**src/rtl/multi_port_ram_latency.sv**
```systemverilog
`default_nettype none
// ============================================================================
// Module   : multi_port_ram_latency
// Brief    : N-port synchronous RAM with independent programmable read and
//            write latency per port, a valid/ready request handshake, and
//            deterministic lowest-port-wins resolution of same-address write
//            collisions (flagged by wr_collision).
// Revision : 1.0 - initial release
// ============================================================================
module multi_port_ram_latency #(
    parameter int                       N_PORTS       = 2,
    parameter int                       DATA_WIDTH    = 8,
    parameter int                       ADDRESS_WIDTH = 3,
    parameter logic [8*N_PORTS-1:0]     READ_LATENCY  = 16'h0302,
    parameter logic [8*N_PORTS-1:0]     WRITE_LATENCY = 16'h0403
) (
    input  logic                            clk,
    input  logic                            rst,
    input  logic [N_PORTS-1:0]              req_valid,
    output logic [N_PORTS-1:0]              req_ready,
    input  logic [N_PORTS-1:0]              req_write,
    input  logic [N_PORTS*ADDRESS_WIDTH-1:0] req_addr,
    input  logic [N_PORTS*DATA_WIDTH-1:0]   req_wdata,
    output logic [N_PORTS*DATA_WIDTH-1:0]   rd_data,
    output logic [N_PORTS-1:0]              rd_valid,
    output logic                            wr_collision
);

    localparam int c_depth = 1 << ADDRESS_WIDTH;

    // Sequencer state encoding, shared by every port
    localparam logic c_idle = 1'b0;
    localparam logic c_busy = 1'b1;

    // Storage array; flops so that reset can clear every word
    logic [DATA_WIDTH-1:0] r_mem [c_depth];

    // Per-port completion view, gathered from the port generate blocks
    logic [N_PORTS-1:0]               w_due_write;
    logic [N_PORTS*ADDRESS_WIDTH-1:0] w_wr_addr;
    logic [N_PORTS*DATA_WIDTH-1:0]    w_wr_data;
    logic                             w_collision;
    logic                             r_wr_collision;

    generate
        for (genvar i = 0; i < N_PORTS; i++) begin : g_port
            // Only the low nibble carries the latency (legal range 1..15)
            localparam logic [3:0] c_rd_lat = READ_LATENCY[8*i +: 4];
            localparam logic [3:0] c_wr_lat = WRITE_LATENCY[8*i +: 4];

            logic                     r_state;
            logic                     w_state_nxt;
            logic [3:0]               r_cnt;
            logic [3:0]               w_cnt_nxt;
            logic                     r_due;
            logic                     w_due_nxt;
            logic                     w_accept;
            logic                     w_req_write;
            logic [ADDRESS_WIDTH-1:0] w_req_addr;
            logic [DATA_WIDTH-1:0]    w_req_wdata;
            logic [3:0]               w_lat;

            // Captured operation, held until its completion edge
            logic                     r_op_write;
            logic [ADDRESS_WIDTH-1:0] r_op_addr;
            logic [DATA_WIDTH-1:0]    r_op_wdata;
            logic [DATA_WIDTH-1:0]    r_op_rsample;

            logic [DATA_WIDTH-1:0]    r_rd_data;
            logic                     r_rd_valid;

            assign w_req_write = req_write[i];
            assign w_req_addr  = req_addr[i*ADDRESS_WIDTH +: ADDRESS_WIDTH];
            assign w_req_wdata = req_wdata[i*DATA_WIDTH +: DATA_WIDTH];
            assign w_accept    = req_valid[i] && (r_state == c_idle);
            assign w_lat       = w_req_write ? c_wr_lat : c_rd_lat;

            // Next-state logic: a latency of L keeps the port busy for L-1
            // cycles; the operation completes on the edge after the count
            // expires, which is also the first edge a new request can land.
            always_comb begin
                w_state_nxt = r_state;
                w_cnt_nxt   = r_cnt;
                w_due_nxt   = 1'b0;
                case (r_state)
                    c_idle: begin
                        if (w_accept) begin
                            if (w_lat > 4'd1) begin
                                w_state_nxt = c_busy;
                                w_cnt_nxt   = w_lat - 4'd1;
                            end else begin
                                w_due_nxt   = 1'b1;
                            end
                        end
                    end
                    c_busy: begin
                        w_cnt_nxt = r_cnt - 4'd1;
                        if (r_cnt == 4'd1) begin
                            w_state_nxt = c_idle;
                            w_due_nxt   = 1'b1;
                        end
                    end
                    default: begin
                        w_state_nxt = c_idle;
                        w_cnt_nxt   = 4'd0;
                    end
                endcase
            end

            // Sequencer state, latency counter and completion strobe
            always_ff @(posedge clk or posedge rst) begin
                if (rst) begin
                    r_state <= c_idle;
                    r_cnt   <= 4'd0;
                    r_due   <= 1'b0;
                end else begin
                    r_state <= w_state_nxt;
                    r_cnt   <= w_cnt_nxt;
                    r_due   <= w_due_nxt;
                end
            end

            // Capture the request; reads sample the array as it was before
            // this edge, so a write committing on the same edge is not seen
            always_ff @(posedge clk or posedge rst) begin
                if (rst) begin
                    r_op_write   <= 1'b0;
                    r_op_addr    <= '0;
                    r_op_wdata   <= '0;
                    r_op_rsample <= '0;
                end else if (w_accept) begin
                    r_op_write   <= w_req_write;
                    r_op_addr    <= w_req_addr;
                    r_op_wdata   <= w_req_wdata;
                    r_op_rsample <= r_mem[w_req_addr];
                end
            end

            // Read return: pulse valid for one cycle, data holds otherwise
            always_ff @(posedge clk or posedge rst) begin
                if (rst) begin
                    r_rd_data  <= '0;
                    r_rd_valid <= 1'b0;
                end else begin
                    r_rd_valid <= r_due && !r_op_write;
                    if (r_due && !r_op_write) begin
                        r_rd_data <= r_op_rsample;
                    end
                end
            end

            assign req_ready[i]                            = (r_state == c_idle);
            assign rd_valid[i]                             = r_rd_valid;
            assign rd_data[i*DATA_WIDTH +: DATA_WIDTH]     = r_rd_data;
            assign w_due_write[i]                          = r_due && r_op_write;
            assign w_wr_addr[i*ADDRESS_WIDTH +: ADDRESS_WIDTH] = r_op_addr;
            assign w_wr_data[i*DATA_WIDTH +: DATA_WIDTH]   = r_op_wdata;
        end
    endgenerate

    // Array update: ports are visited highest-first so the lowest-index
    // port's non-blocking write is the last one and wins on a shared address
    always_ff @(posedge clk or posedge rst) begin
        if (rst) begin
            for (int a = 0; a < c_depth; a++) begin
                r_mem[a] <= '0;
            end
        end else begin
            for (int p = N_PORTS - 1; p >= 0; p--) begin
                if (w_due_write[p]) begin
                    r_mem[w_wr_addr[p*ADDRESS_WIDTH +: ADDRESS_WIDTH]] <= w_wr_data[p*DATA_WIDTH +: DATA_WIDTH];
                end
            end
        end
    end

    // Detect two or more writes committing to one address on this edge
    always_comb begin
        w_collision = 1'b0;
        for (int a = 0; a < N_PORTS; a++) begin
            for (int b = a + 1; b < N_PORTS; b++) begin
                if (w_due_write[a] && w_due_write[b] &&
                    (w_wr_addr[a*ADDRESS_WIDTH +: ADDRESS_WIDTH] ==
                     w_wr_addr[b*ADDRESS_WIDTH +: ADDRESS_WIDTH])) begin
                    w_collision = 1'b1;
                end
            end
        end
    end

    // Register the collision flag for the cycle after the commit edge
    always_ff @(posedge clk or posedge rst) begin
        if (rst) begin
            r_wr_collision <= 1'b0;
        end else begin
            r_wr_collision <= w_collision;
        end
    end

    assign wr_collision = r_wr_collision;

endmodule
`default_nettype wire

```
**config.mk**
```make
export PLATFORM = sky130hd
export DESIGN_NAME = multi_port_ram_latency
export DESIGN_NICKNAME = d
export VERILOG_FILES = /design/src/rtl/multi_port_ram_latency.sv
export SDC_FILE = /design/constraint.sdc
export NUM_CORES = 1
export LEC_CHECK = 0
export ABC_AREA = 1
export CORE_MARGIN = 2
export CORE_UTILIZATION = 45
export DETAILED_ROUTE_END_ITERATION = 10
export DONT_BUFFER_PORTS = 1
export PLACE_DENSITY = 0.59
export SLEW_MARGIN = 15
export SYNTH_ARGS = -nofsm -noshare
export SYNTH_HDL_FRONTEND = slang
export SYNTH_SLANG_ARGS = --single-unit
export TNS_END_PERCENT = 20
```
**constraint.sdc**
```tcl
create_clock -name clk -period 8.7 [get_ports clk]
set_input_delay 2.175 -clock clk [delete_from_list [all_inputs] [get_ports clk]]
set_output_delay 2.175 -clock clk [all_outputs]
set_load 0.05 [all_outputs]
```
==> results of run 1 <==
[placed cells by master, fill, tap and decap left out, drive strengths merged]
cell | netlist | layout
nor2 | 21 | 21
clkinv | 17 | 21
ha | 4 | 4
buf | 26 | 2
nand4 | 2 | 2
nand3b | 1 | 1
a21oi | 3 | 3
nand3 | 198 | 198
clkinvlp | 0 | 5
nor3 | 3 | 3
xor2 | 1 | 1
clkbuf | 11 | 20
dfrtp | 135 | 135
bufinv | 0 | 2
nand2 | 524 | 524
o21ai | 19 | 19
inv | 94 | 95
o211ai | 1 | 1
a22oi | 1 | 1
[cell type report]
class,instances,share of cell area [%]
Sequential cell,135,42.47
Multi-Input combinational cell,778,41.30
Clock buffer,20,5.741
Inverter,111,5.316
Tap cell,216,3.397
Clock inverter,12,1.589
Timing Repair Buffer,2,0.1887
[metrics by stage]
step / total power, mW / utilization [%] / cells / hold WS (ns)
finish: 2.758 / 50.08 / 1274 / 0.4659
global route: 2.933 / 50.08 / 1274 / 0.4965
CTS: 2.743 / 50.08 / 1274 / 0.4668
detailed placement: 2.022 / 46.41 / 1242 / 0.4565
global placement: 2.016 / 46.41 / 1242 / 0.4534
floorplan: 1.742 / - / 1061 / 0.4348
[registers in the layout, indices dropped and copies added (netlist names)]
| signal | cells |
|---|---|
| g_port.r_cnt | 8 |
| g_port.r_due | 2 |
| g_port.r_op_addr | 6 |
| g_port.r_op_rsample | 16 |
| g_port.r_op_wdata | 16 |
| g_port.r_op_write | 2 |
| g_port.r_rd_data | 16 |
| g_port.r_rd_valid | 2 |
| g_port.r_state | 2 |
| r_mem | 64 |
| wr_collision | 1 |
[metal layers]
metal	vias up	global-route usage (%)
met4	0	6.582
met3	27	6.636
met1	3256	42.03
li1	3276	-
met5	-	0
met2	324	40.58
[power groups by stage]
stage,clock (mW),sequential [mW],combinational (mW)
2_1_floorplan,0,1.08,0.665
3_3_place_gp,0,1.23,0.783
3_5_place_dp,0,1.23,0.788
4_1_cts,0.726,1.22,0.793
5_1_grt,0.759,1.26,0.915
6_report,0.724,1.23,0.801
[kinds of logic after synthesis]
group | share of synthesized area (%)
AO/OA/AOI/OAI | 1.712
XOR/XNOR | 0.1199
adder cells (fa/ha/maj) | 0.6848
buffers and inverters | 8.817
flip-flops | 46.22
AND/OR/NAND/NOR | 42.44
[worst max-delay path by stage]
stage / startpoint / endpoint / cells past startpoint
after floorplan: rst / g_port[0].r_cnt[0] / 1
after global placement: req_valid[0] / g_port[0].r_op_rsample[2] / 4
after detailed placement: req_valid[0] / g_port[0].r_op_rsample[2] / 4
after CTS: g_port[0].r_state / req_ready[0] / 1
after global routing: g_port[0].r_state / req_ready[0] / 1
final: g_port[0].r_state / req_ready[0] / 1
==> run_results.csv, run 1 <==
group,metric,value,unit
power,p_leak,4.347,nW
placement,placedInstanceArea,0.007372,mm²
logic_synthesis,ys_seq_elements,135,
worst_setup_path,r2r_slack,6.13,ns
power,p_comb_share,29.0,%
sta,setup_viol,0,
logic_synthesis,synth_edf_count,0,
sta,drv_slew,0,
clocking,post_cts_resized,0,
finish,stdcell_area,0.007955,mm²
clocking,cts_max_level,4,
sta,rsz0062_at_grt,"false",
die,start_util,46.01,%
power,clkPwrFrac,26.2,%
worst_setup_path,critPathMaxFanout,5,
global_routing,grt_max_degree,84,
worst_setup_path,cp_cell_sequence,"inv_1",
clocking,postCtsSetupRepairBufs,0,
clocking,cts.clk_slew.worst_paths,0.06,ns
sta,worstMarginPinSlew,1.083,ns
logic_synthesis,synth_seq_area_share,46.22,%
worst_setup_path,cp_data_required_time,6.53,ns
die,die_width,131.4,µm
worst_setup_path,regToRegEndpoint,"g_port[0].r_op_rsample[2]",
worst_setup_path,max_stage_delay,0.43,ns
logic_synthesis,synth_common_cells,"nand2_1, nand3_1, dfrtp_1, inv_1, o21ai_0",
flow_run,maxCapViolations,0,
clocking,cts-root-buf,"clkbuf_16",
die,io_pins,49,
logic_synthesis,ys_async_sr_fraction,100.0,%
route,ant_nets,0,
logic_synthesis,synth_ff_type,"dfrtp_1",
finish,seq_area,0.003378,mm²
route,routed_wirelength,23350,µm
global_routing,antenna_found_initial,0,
placement,post-place-ws,5.022,ns
route,drc_errors,0,
power,ir_worst_vdd,0.2250,mV
global_routing,grtUsageTotal,27.93,%
power,power.switching,1.219,mW
clocking,insertion_delay,0.44,ns
logic_synthesis,ys_types,23,
route,wl_met2,9989,µm
logic_synthesis,netlist.area_leader.share,46.22,%
logic_synthesis,synth_top_cell_by_area,"dfrtp_1",
sta,fin_tns_setup,0,ns
sta,skew,0.01291,ns
worst_setup_path,path_class,"flip-flop to output pin",
global_routing,overflow,0,
route,num_vias,6883,
hold_path,hold_start,"g_port[0].r_cnt[3]",
clocking,cts_hold_buf,0,
worst_setup_path,start_kind,"flip-flop",
sta,timing.fmax,289.8,MHz
finish,nFillCells,1676,
clocking,cts_buffers,17,
finish,syn_to_final_growth,8.851,%
placement,gp_congestion,0.9424,
route,drt-initial-drc-count,781,
die,rows,46,
hold_path,hold_path_class,"flip-flop to flip-flop",
placement,io_buffer_count,0,
die,die_area,0.01728,mm²
global_routing,grt_pass1_wl,37000,µm
logic_synthesis,syn_area_per_cell,6.888,µm²
logic_synthesis,synthCells,1061,
sta,finalCritPeriodShare,39.66,%
route,wl_per_cell,18.33,µm
logic_synthesis,synth_nets,1093,
worst_setup_path,r2r_start,"g_port[0].r_state",
finish,diodes,0,
logic_synthesis,synth_area,0.007308,mm²
logic_synthesis,yosysMostFrequentCell,"nand2_1",
sta,hold_viol_final,0,
clocking,clock_path_buffers,2,
finish,drive_gt1_share,5.293,%
route,drtPass1Iterations,6,
worst_setup_path,path_buf_inv,1,
route,met1_length,11120,µm
route,maxUsedRoutingLayer,"met4",
logic_synthesis,synth_area_leaders,"dfrtp_1, nand2_1, nand3_1, inv_1, o21ai_0",
worst_setup_path,cp_top_family,"buffers and inverters",
finish,final_nets,1077,
route,wl_met3,1934,µm
power,p_sw_share,44.19,%
sta,worst_slack,5.250,ns
worst_setup_path,end_kind,"output pin",
worst_setup_path,reg2regPathDepth,5,
power,power_density,346.7,mW/mm²
logic_synthesis,ys_warn_count,0,
hold_path,holdPathEnd,"g_port[0].r_due",
global_routing,grt_pass1_vias,6301,
sta,max_slew_margin,27.75,%
power,pwr-share-seq,44.7,%
power,internal_power,1.539,mW
die,coreArea,0.01589,mm²
placement,place.detailed.hpwl,15870,µm
sta,period_minus_slack,3.450,ns
die,die_h,131.4,µm
hold_path,hold_depth,1,
route,vias_per_cell,5.403,
worst_setup_path,critPathArrivalTime,1.28,ns
finish,multiInputGateArea,0.003286,mm²
outcome,status,"completed",
worst_setup_path,slowest_stage,"inv_1",
clocking,cts_tree,"done",
clocking,clock_sinks,135,
No activity file was read; power rests on OpenSTA's default activity.
==> run 2, diff against run 1 <==
==> constraint.sdc (replaced) <==
create_clock -name clk -period 3.2 [get_ports clk]
set_input_delay 0.8 -clock clk [delete_from_list [all_inputs] [get_ports clk]]
set_output_delay 0.8 -clock clk [all_outputs]
set_load 0.05 [all_outputs]
==> run_results.csv, run 2 (same netlist as run 1, synthesis figures left out) <==
group,metric,value,unit
outcome,status,"completed",
worst_setup_path,critPathMaxFanout,5,
sta,skew,0.008384,ns
clocking,insertion_delay,0.42,ns
worst_setup_path,slowest_stage,"inv_1",
sta,worstMarginPinSlew,0.9853,ns
global_routing,grt_max_degree,37,
route,num_vias,6897,
finish,final_cell_mix,"nand2_1, nand3_1, dfrtp_1",
die,rows,46,
finish,syn_to_final_growth,10.08,%
global_routing,grtUsageTotal,28.69,%
global_routing,grt_pass1_vias,6518,
route,routed_wirelength,23880,µm
power,ir_worst_vdd,0.4578,mV
worst_setup_path,cp_data_required_time,2.40,ns
finish,fin_cells,1284,
placement,place.detailed.hpwl,17010,µm
worst_setup_path,cp_cell_sequence,"inv_1",
finish,drive_gt1_share,6.086,%
worst_setup_path,reg2regPathDepth,7,
sta,rsz0062_at_grt,"false",
die,die_h,131.4,µm
power,p_leak,4.399,nW
finish,stdcell_area,0.008045,mm²
finish,diodes,0,
sta,hold_viol_final,0,
sta,drv_slew,0,
sta,period_minus_slack,2.060,ns
sta,finalCritPeriodShare,64.36,%
die,coreArea,0.01589,mm²
placement,dp.cells,1252,
die,die_width,131.4,µm
global_routing,antenna_found_initial,0,
route,drt-initial-drc-count,801,
worst_setup_path,path_buf_inv,1,
route,wl_per_cell,18.60,µm
finish,final_util,50.65,%
clocking,postCtsSetupRepairBufs,0,
clocking,cts-root-buf,"clkbuf_16",
placement,gp_congestion,0.9912,
route,drtPass1Iterations,6,
worst_setup_path,r2r_start,"g_port[0].r_state",
global_routing,overflow,0,
route,vias_per_cell,5.371,
die,start_util,46.01,%
finish,largest-register,"r_mem",
route,ant_nets,0,
clocking,clock_sinks,135,
sta,timing.fmax,485.6,MHz
worst_setup_path,start_kind,"flip-flop",
clocking,cts_buffers,17,
worst_setup_path,critPathArrivalTime,1.26,ns
clocking,clock_path_buffers,2,
finish,final_nets,1087,
global_routing,grt_pass1_wl,38040,µm
worst_setup_path,cp_top_family,"buffers and inverters",
clocking,post_cts_resized,0,
clocking,cts.clk_slew.worst_paths,0.06,ns
sta,fin_tns_setup,0,ns
worst_setup_path,regToRegEndpoint,"g_port[0].r_cnt[0]",
placement,io_buffer_count,0,
sta,max_slew_margin,34.24,%
clocking,cts_max_level,4,
flow_run,maxCapViolations,0,
die,die_area,0.01728,mm²
clocking,cts_hold_buf,0,
placement,post-place-ws,1.146,ns
sta,whs,0.4092,ns
sta,worst_slack,1.140,ns
die,io_pins,49,
clocking,cts_tree,"done",
finish,final_common_cell,"nand2_1",
finish,largest_reg_flops,64,
worst_setup_path,r2r_slack,1.23,ns
sta,setup_viol,0,
power,total_power,7.466,mW
hold_path,hold_path_class,"input pin to asynchronous set/reset pin",
worst_setup_path,max_stage_delay,0.43,ns
placement,placedInstanceArea,0.007471,mm²
worst_setup_path,end_kind,"output pin",
route,drc_errors,0,
worst_setup_path,path_class,"flip-flop to output pin",
power,power_density,928.0,mW/mm²
-- run 2: cell count changes in the layout (fill, tap and decap cells not counted), sizes merged --
cell | previous run | this run
inv | 95 | 94
clkinv | 21 | 22
buf | 2 | 12
-- run 2: routing by layer --
| metal | part of all wire (%) | vias up | track usage [%] |
|---|---|---|---|
| li1 | - | 3295 | - |
| met1 | 44 | 3199 | 41.01 |
| met2 | 43 | 353 | 42.41 |
| met3 | 10 | 50 | 7.253 |
| met4 | 2.3 | 0 | 9.843 |
| met5 | 0 | - | 0 |
-- run 2: final cells by class --
cell class / instances / area [µm²]
fill: 1609 / 7840
sequential: 135 / 3378
multi-input combinational: 778 / 3286
clock buffer: 20 / 446.7
inverter: 111 / 421.7
tap: 216 / 270.3
clock inverter: 12 / 127.6
timing repair buffer: 12 / 115.1
-- run 2: worst max path at each step --
stage               slack, ns                        end         startpoint  cells after the start
detailed placement       1.15  g_port[0].r_op_rsample[3]        req_addr[0]                      6
finish                   1.14               req_ready[0]  g_port[0].r_state                      1
CTS                      1.13               req_ready[0]  g_port[0].r_state                      1
floorplan                0.72         g_port[0].r_cnt[0]                rst                      1
global placement         1.15  g_port[0].r_op_rsample[3]        req_addr[0]                      6
global route             1.08               req_ready[0]  g_port[0].r_state                      1
-- run 2: report_power, final --
group	switching, mW	total, mW	leakage, nW	internal (mW)
Combinational	1.54	2.19	2.38	0.651
Clock	0.762	1.93	0.272	1.16
Sequential	0.981	3.35	1.75	2.37
-- run 2: worst register-to-register path: stages, from the launching register on --
cell and delay [ns]:
dfrtp_1 0.41, inv_1 0.43, nand2_2 0.19, buf_4 0.29, inv_2 0.20, nand2_1 0.15, o21ai_0 0.11, a21oi_1 0.06
==> run 3, diff against run 2 <==
==> constraint.sdc (replaced) <==
create_clock -name clk -period 2.05 [get_ports clk]
set_input_delay 0.5125 -clock clk [delete_from_list [all_inputs] [get_ports clk]]
set_output_delay 0.5125 -clock clk [all_outputs]
set_load 0.05 [all_outputs]
==> run_results.csv, run 3 (same netlist as run 1, synthesis figures left out) <==
group,metric,value,unit
outcome,status,"completed",
power,internal_power,7.243,mW
sta,drv_slew,0,
clocking,insertion_delay,0.43,ns
clocking,postCtsSetupRepairBufs,0,
route,routed_wirelength,24150,µm
sta,worstMarginPinSlew,0.6509,ns
worst_setup_path,cp_cell_sequence,"nor2_2, nand2_1, nand2_1, nand3_1, nand2_1",
finish,seq_area,0.003378,mm²
clocking,post_cts_resized,0,
worst_setup_path,r2r_slack,0.31,ns
finish,drive_gt1_share,7.130,%
route,wl_per_cell,18.64,µm
power,pwr-share-seq,41.5,%
sta,period_minus_slack,1.740,ns
placement,post-place-ws,0.4186,ns
worst_setup_path,cp_data_required_time,2.42,ns
power,p_sw_share,41.30,%
worst_setup_path,critPathMostFrequentCell,"nand2_1",
worst_setup_path,critPathMaxFanout,12,
sta,whs,0.06209,ns
placement,gp_congestion,0.9161,
global_routing,antenna_found_initial,0,
power,power_density,1492,mW/mm²
sta,hold_viol_final,0,
finish,final_nets,1099,
hold_path,hold_path_class,"input pin to asynchronous set/reset pin",
sta,worst_slack,0.3101,ns
die,die_h,131.4,µm
global_routing,grtUsageTotal,28.63,%
finish,multiInputGateArea,0.003286,mm²
die,io_pins,49,
die,start_util,46.01,%
placement,dp.cells,1264,
worst_setup_path,reg2regPathDepth,5,
worst_setup_path,slowest_stage,"nor2_2",
die,coreArea,0.01589,mm²
route,vias_per_cell,5.315,
clocking,cts_hold_buf,0,
clocking,cts_buffers,17,
power,p_comb_share,29.0,%
sta,setup_viol,0,
worst_setup_path,max_stage_delay,0.55,ns
worst_setup_path,regToRegEndpoint,"r_mem[42]",
global_routing,grt_pass1_wl,36970,µm
worst_setup_path,path_class,"flip-flop to flip-flop",
finish,syn_to_final_growth,13.13,%
placement,io_buffer_count,0,
route,drt-initial-drc-count,771,
worst_setup_path,end_kind,"flip-flop",
finish,largest_reg_flops,64,
clocking,clock_path_buffers,2,
sta,max_slew_margin,56.56,%
route,drc_errors,0,
power,p_leak,4.523,nW
clocking,clock_sinks,135,
placement,placedInstanceArea,0.007574,mm²
flow_run,maxCapViolations,0,
finish,final_common_cell,"nand2_1",
finish,final_util,52.05,%
worst_setup_path,critPathArrivalTime,2.11,ns
clocking,cts_tree,"done",
placement,place.detailed.hpwl,16140,µm
clocking,cts_max_level,4,
finish,final_cell_mix,"nand2_1, nand3_1, dfrtp_1",
global_routing,overflow,0,
sta,rsz0062_at_grt,"false",
global_routing,grt_max_degree,76,
finish,nFillCells,1624,
clocking,cts-root-buf,"clkbuf_16",
die,rows,46,
worst_setup_path,start_kind,"flip-flop",
sta,skew,0.006083,ns
clocking,cts.clk_slew.worst_paths,0.06,ns
route,num_vias,6888,
worst_setup_path,cp_top_family,"simple AND/OR/NAND/NOR gates",
die,die_width,131.4,µm
sta,finalCritPeriodShare,84.87,%
finish,largest-register,"r_mem",
power,total_power,12.34,mW
finish,diodes,0,
worst_setup_path,r2r_start,"g_port[1].r_op_addr[0]",
power,clkPwrFrac,29.5,%
power,ir_worst_vdd,0.7833,mV
sta,fin_tns_setup,0,ns
route,drtPass1Iterations,5,
worst_setup_path,path_buf_inv,0,
power,power.switching,5.096,mW
route,ant_nets,0,
global_routing,grt_pass1_vias,6210,
finish,stdcell_area,0.008268,mm²
sta,timing.fmax,574.8,MHz
die,die_area,0.01728,mm²
finish,fin_cells,1296,
## run 3: cell types whose count changed in the layout (fill, tap and decap cells not counted), moves of 2 or more
cell / delta
buf_4: +11
bufinv_16: +5
clkinv_2: -3
clkinvlp_4: -2
## run 3: worst reg2reg max path: stages, from the launching register on
cell and delay, ns:
dfrtp_1 0.44, nor2_2 0.55, nand2_1 0.39, nand2_1 0.15
nand3_1 0.09, nand2_1 0.08
## run 3: layer usage
layer	vias up	global-route usage, %	routed length, µm
met2	326	42.58	10640
met4	0	11.96	753
met5	-	0	0
met1	3192	39.99	10630
met3	55	6.983	2124
li1	3315	-	-
## run 3: worst max path at each step
stage / from / endpoint / slack (ns) / depth (start not counted)
6_report: g_port[1].r_op_addr[0] / r_mem[42] / 0.31 / 5
3_3_place_gp: g_port[1].r_op_addr[0] / r_mem[14] / 0.43 / 5
5_1_grt: g_port[1].r_due / r_mem[14] / 0.22 / 6
2_1_floorplan: rst / g_port[0].r_cnt[0] / -0.14 / 1
3_5_place_dp: g_port[1].r_op_addr[0] / r_mem[25] / 0.42 / 5
4_1_cts: g_port[1].r_state / req_ready[1] / 0.37 / 2
## run 3: cell type report
| cell class | count | share of cell area (%) |
|---|---|---|
| Clock buffer | 20 | 5.403 |
| Clock inverter | 12 | 2.996 |
| Inverter | 111 | 5.100 |
| Multi-Input combinational cell | 778 | 39.74 |
| Sequential cell | 135 | 40.86 |
| Tap cell | 216 | 3.269 |
| Timing Repair Buffer | 24 | 2.633 |
## run 3: power by group through the flow
stage,Sequential [mW],Clock (mW),Combinational (mW)
2_1_floorplan,4.57,0,2.82
6_report,5.12,3.65,3.57
5_1_grt,5.23,3.82,4.00
3_3_place_gp,5.12,0,3.48
4_1_cts,5.09,3.71,3.52
3_5_place_dp,5.13,0,3.50
==> patch 1, RTL diff (settings of run 3) <==
Set the parameter `READ_LATENCY` to 16'h0181 (it was 16'h0302).
--- a/src/rtl/multi_port_ram_latency.sv
+++ b/src/rtl/multi_port_ram_latency.sv
@@ -11,7 +11,7 @@
     parameter int                       N_PORTS       = 2,
     parameter int                       DATA_WIDTH    = 8,
     parameter int                       ADDRESS_WIDTH = 3,
-    parameter logic [8*N_PORTS-1:0]     READ_LATENCY  = 16'h0302,
+    parameter logic [8*N_PORTS-1:0]     READ_LATENCY  = 16'h0181,
     parameter logic [8*N_PORTS-1:0]     WRITE_LATENCY = 16'h0403
 ) (
     input  logic                            clk,
Behaviour: not the same (a bounded check fails within 4 cycles, from zero or initial values and one cycle with rst high).
==> patch 1 against run 3 <==
  * Sequential power up 4.9%
  * Design area is 1.1% lower
  * Die area is essentially flat
  * Synthesized area about the same
  * Global-route usage fell by 1.0 points
  * Power decreased by 1.6%
  * Worst setup slack better by 0.039 ns
  * Routed wire length shrank 4.5%
  * Synthesized cell count grew 0.66%
  * Clock skew is 0.0016 ns higher
  * Hold slack improved by 0.13 ns
  * Sequential cell count unchanged
  * Highest routed layer unchanged
==> patch 1: results (changes against run 3) <==
{| class="wikitable"
! Metric !! Value
|-
| Outcome || complete, no violations
|-
| Sum of net half-perimeters after detailed placement || 15980 µm (-1.0%)
|-
| Worst Hold Path EP || g_port[0].r_due
|-
| Total of cells resized after clock tree synthesis || 0 (unchanged)
|-
| Via density || 5.235 (-1.5%)
|-
| Worst Reg-to-Reg Cells || 6 (+1)
|-
| CP Data Arrival Time || 2.06 ns (-0.05 ns)
|-
| Number of fillers in the final layout || 1613 (-0.68%)
|-
| Capturing element type of the critical path || flip-flop
|-
| Hold_buf cts || 1 (+1)
|-
| Sequential cell area fraction in the yosys report || 46.20% (about the same)
|-
| DR top layer || met4
|-
| Initial antenna violation count || 0 (unchanged)
|-
| Placed Instances || 1268 (+0.32%)
|-
| Met1 track demand over resource || 39.49% (-0.50 points)
|-
| All-layer global routing usage || 27.58% (-1.0 points)
|-
| Worst reg2reg path endpoint || r_mem[45]
|-
| Min-delay worst type || input port to flip-flop
|-
| Deepest level of the CTS H-tree || 4 (unchanged)
|-
| Detailed-routed wire length on met3 || 1855 µm (-13%)
|-
| Met1 routed wirelength after detailed routing || 10410 µm (-2.1%)
|-
| Largest stage delay on the critical path || 0.46 ns (-0.09 ns)
|-
| Switching power total || 5241 µW (+2.8%)
|-
| Global-route wire length before repair || 36180 µm (-2.1%)
|-
| Top cells by instance count after synthesis || sky130_fd_sc_hd__nand2_1 (521), sky130_fd_sc_hd__nand3_1 (198), sky130_fd_sc_hd__dfrtp_1 (135)
|-
| Worst setup path startpoint || g_port[0].r_op_addr[1]
|-
| Hold WS || 0.1939 ns (+0.1318 ns)
|-
| Synth Net Count || 1100 (+0.64%)
|-
| Initial DRC Count || 664 (-14%)
|-
| Leakage power || 0.004471 µW (-1.2%)
|-
| Grt met3 use || 6.790% (-0.19 points)
|-
| Peak supply drop || 0.7689 mV (-1.8%)
|-
| Fraction of layout cells with a size suffix above 1 || 6.648% (-0.48 points)
|-
| Actual transition at the worst max-transition pin || 0.6051 ns (-0.04577 ns)
|-
| Layout Skew || 0.007662 ns (+0.001579 ns)
|-
| Post-Synthesis Mean Instance Area || 6.846 µm² (-0.60%)
|-
| Sum of met2 wire segment lengths after detailed routing || 10340 µm (-2.8%)
|-
| Largest net degree at the start of global routing || 60 (-21%)
|-
| Synth area leaders || sky130_fd_sc_hd__dfrtp_1 (46%), sky130_fd_sc_hd__nand2_1 (27%), sky130_fd_sc_hd__nand3_1 (14%)
|-
| Number of global-route vias before repair || 6273 (+1.0%)
|-
| Maximum fanout count along the critical path || 9 (-3)
|-
| Met2 track demand over resource || 41.16% (-1.4 points)
|-
| Per-cell routed wire length || 17.77 µm (-4.7%)
|-
| Critical Path Slowest Stage Cell || sky130_fd_sc_hd__dfrtp_1
|-
| Last weighted congestion value of the routability-driven placer || 0.9018 (-1.6%)
|}
==> patch 1: cell count changes in the layout (fill, tap and decap cells not counted), moves of 3 or more <==
cell / change
sky130_fd_sc_hd__bufinv_16: -5
sky130_fd_sc_hd__clkbuf_8: +3
sky130_fd_sc_hd__o21ai_0: +4
sky130_fd_sc_hd__nand2_1: +4
sky130_fd_sc_hd__nor2_1: -4
sky130_fd_sc_hd__inv_1: +4
sky130_fd_sc_hd__buf_4: -3
==> patch 1: worst reg2reg max path: stages (launching register included) <==
cell and delay, ns:
sky130_fd_sc_hd__dfrtp_1 0.46, sky130_fd_sc_hd__inv_1 0.09, sky130_fd_sc_hd__nor2_1 0.37, sky130_fd_sc_hd__nand2_1 0.34
sky130_fd_sc_hd__inv_2 0.23, sky130_fd_sc_hd__nand2_1 0.07, sky130_fd_sc_hd__nand2_1 0.08
==> patch 1: area by class of cell <==
cell class / instances / area, µm² / area share [%]
Clock inverter: 8 / 97.59 / 1.194
Tap cell: 216 / 270.3 / 3.306
Sequential cell: 135 / 3378 / 41.33
Multi-Input combinational cell: 781 / 3302 / 40.39
Timing Repair Buffer: 22 / 205.2 / 2.510
Clock buffer: 22 / 484.2 / 5.924
Inverter: 115 / 436.7 / 5.342
==> patch 1: cells by family (layout without fill, tap and decap cells) <==
kind of cell             after synthesis  in the layout  synth area share [%]
flip-flops                           135            135                 46.20
adder cells (fa/ha/maj)                4              4                0.6845
AND/OR/NAND/NOR                      749            749                 42.44
buffers and inverters                152            167                 8.641
AO/OA/AOI/OAI                         26             26                 1.797
XOR/XNOR                               2              2                0.2396
==> patch 1: power by group through the flow <==
stage	combinational (µW)	clock [µW]	sequential, µW
floorplan	3010	0	4770
global placement	3680	0	5370
detailed placement	3690	0	5380
CTS	3710	3090	5340
global route	4290	3220	5480
finish	3720	3040	5370
==> patch 2, RTL diff (flow settings as in run 3) <==
Without the edit above. Reset style: synchronous (`rst`), changed in 5 clocked blocks.
--- a/src/rtl/multi_port_ram_latency.sv
+++ b/src/rtl/multi_port_ram_latency.sv
@@ -108,7 +108,7 @@
             end
 
             // Sequencer state, latency counter and completion strobe
-            always_ff @(posedge clk or posedge rst) begin
+            always_ff @(posedge clk) begin
                 if (rst) begin
                     r_state <= c_idle;
                     r_cnt   <= 4'd0;
@@ -122,7 +122,7 @@
 
             // Capture the request; reads sample the array as it was before
             // this edge, so a write committing on the same edge is not seen
-            always_ff @(posedge clk or posedge rst) begin
+            always_ff @(posedge clk) begin
                 if (rst) begin
                     r_op_write   <= 1'b0;
                     r_op_addr    <= '0;
@@ -137,7 +137,7 @@
             end
 
             // Read return: pulse valid for one cycle, data holds otherwise
-            always_ff @(posedge clk or posedge rst) begin
+            always_ff @(posedge clk) begin
                 if (rst) begin
                     r_rd_data  <= '0;
                     r_rd_valid <= 1'b0;
@@ -160,7 +160,7 @@
 
     // Array update: ports are visited highest-first so the lowest-index
     // port's non-blocking write is the last one and wins on a shared address
-    always_ff @(posedge clk or posedge rst) begin
+    always_ff @(posedge clk) begin
         if (rst) begin
             for (int a = 0; a < c_depth; a++) begin
                 r_mem[a] <= '0;
@@ -189,7 +189,7 @@
     end
 
     // Register the collision flag for the cycle after the commit edge
-    always_ff @(posedge clk or posedge rst) begin
+    always_ff @(posedge clk) begin
         if (rst) begin
             r_wr_collision <= 1'b0;
         end else begin
Behaviour: differs if rst is asserted again (counterexample within 4 cycles, from zero or initial values and one cycle with rst high); with rst held inactive, the same outputs for 10 cycles.
==> patch 2 against run 3 <==
  * Sequential cell count did not move
  * Worst setup slack got worse by 0.069 ns
  * Die area fell by 4.2%
  * Design area fell by 5.4%
  * Synthesized area fell by 4.3%
  * Maximum frequency fell by 3.8%
  * Critical path depth fell by 1
  * Global-route usage fell by 3.2 points
  * Routed wire length fell by 17%
Power is not compared: it rests on default switching activity, and its combinational part moved more than twofold at a synthesized area within 25%.
==> patch 2: results (changes against run 3) <==
{| class="wikitable"
! Metric !! Value
|-
| 1st-pass router iterations || 7 (+2)
|-
| Most used flip-flop cell after synthesis || sky130_fd_sc_hd__dfxtp_1
|-
| Net count of the finished layout || 1017 (-7.5%)
|-
| Seq area share || 42.76% (+1.9 points)
|-
| Asr flop ratio synth || 0% (-100 points)
|-
| Core Util, Final || 51.43% (-0.62 points)
|-
| Synth area leaders || sky130_fd_sc_hd__edfxtp_1 (27%), sky130_fd_sc_hd__dfxtp_1 (20%), sky130_fd_sc_hd__nand2_1 (19%)
|-
| Initial DRC Count || 657 (-15%)
|-
| Fraction of layout cells with a size suffix above 1 || 6.212% (-0.92 points)
|-
| Outcome || complete, no violations
|-
| Detailed-routed wire length on met3 || 1563 µm (-26%)
|-
| Maximum fanout count along the critical path || 8 (-4)
|-
| Sum of net half-perimeters after detailed placement || 14340 µm (-11%)
|-
| Number of global-route vias before repair || 5526 (-11%)
|-
| Netlist cell types || 28 (+22%)
|-
| Sum of met2 wire segment lengths after detailed routing || 8482 µm (-20%)
|-
| CP Data Arrival Time || 1.86 ns (-0.25 ns)
|-
| Final clock-cell share || 7.505% (-0.89 points)
|-
| Grt met3 use || 5.655% (-1.3 points)
|-
| Sequential cell area fraction in the yosys report || 47.83% (+1.6 points)
|-
| Global-route wire length before repair || 31260 µm (-15%)
|-
| Worst Reg-to-Reg Cells || 4 (-1)
|-
| Layout Skew || 0.008236 ns (+0.002154 ns)
|-
| Endpoint of the most critical setup path || r_mem[5][6]
|-
| Total wire length || 20160 µm (-17%)
|-
| Hold WS || 0.1568 ns (+0.09474 ns)
|-
| Placed cell areas || 7232 µm² (-4.5%)
|-
| Top cell type by total area after synthesis || sky130_fd_sc_hd__edfxtp_1
|}
## patch 2: cell types whose count changed after synthesis, moves of 13 or more
| cell | change |
|---|---|
| sky130_fd_sc_hd__clkbuf_1 | +25 |
| sky130_fd_sc_hd__buf_2 | -14 |
| sky130_fd_sc_hd__dfrtp_1 | -135 |
| sky130_fd_sc_hd__nor2_1 | +80 |
| sky130_fd_sc_hd__inv_1 | +22 |
| sky130_fd_sc_hd__edfxtp_1 | +64 |
| sky130_fd_sc_hd__nand3_1 | -31 |
| sky130_fd_sc_hd__o21ai_0 | +25 |
| sky130_fd_sc_hd__nand2_1 | -172 |
| sky130_fd_sc_hd__clkinv_1 | -13 |
| sky130_fd_sc_hd__dfxtp_1 | +71 |
## patch 2: worst max-delay path, cell delays in order (launching register included)
cell and delay (ns):
sky130_fd_sc_hd__dfxtp_1 0.32, sky130_fd_sc_hd__nand2_1 0.09, sky130_fd_sc_hd__nor2_1 0.14, sky130_fd_sc_hd__nand2_1 0.18, sky130_fd_sc_hd__o211ai_1 0.70
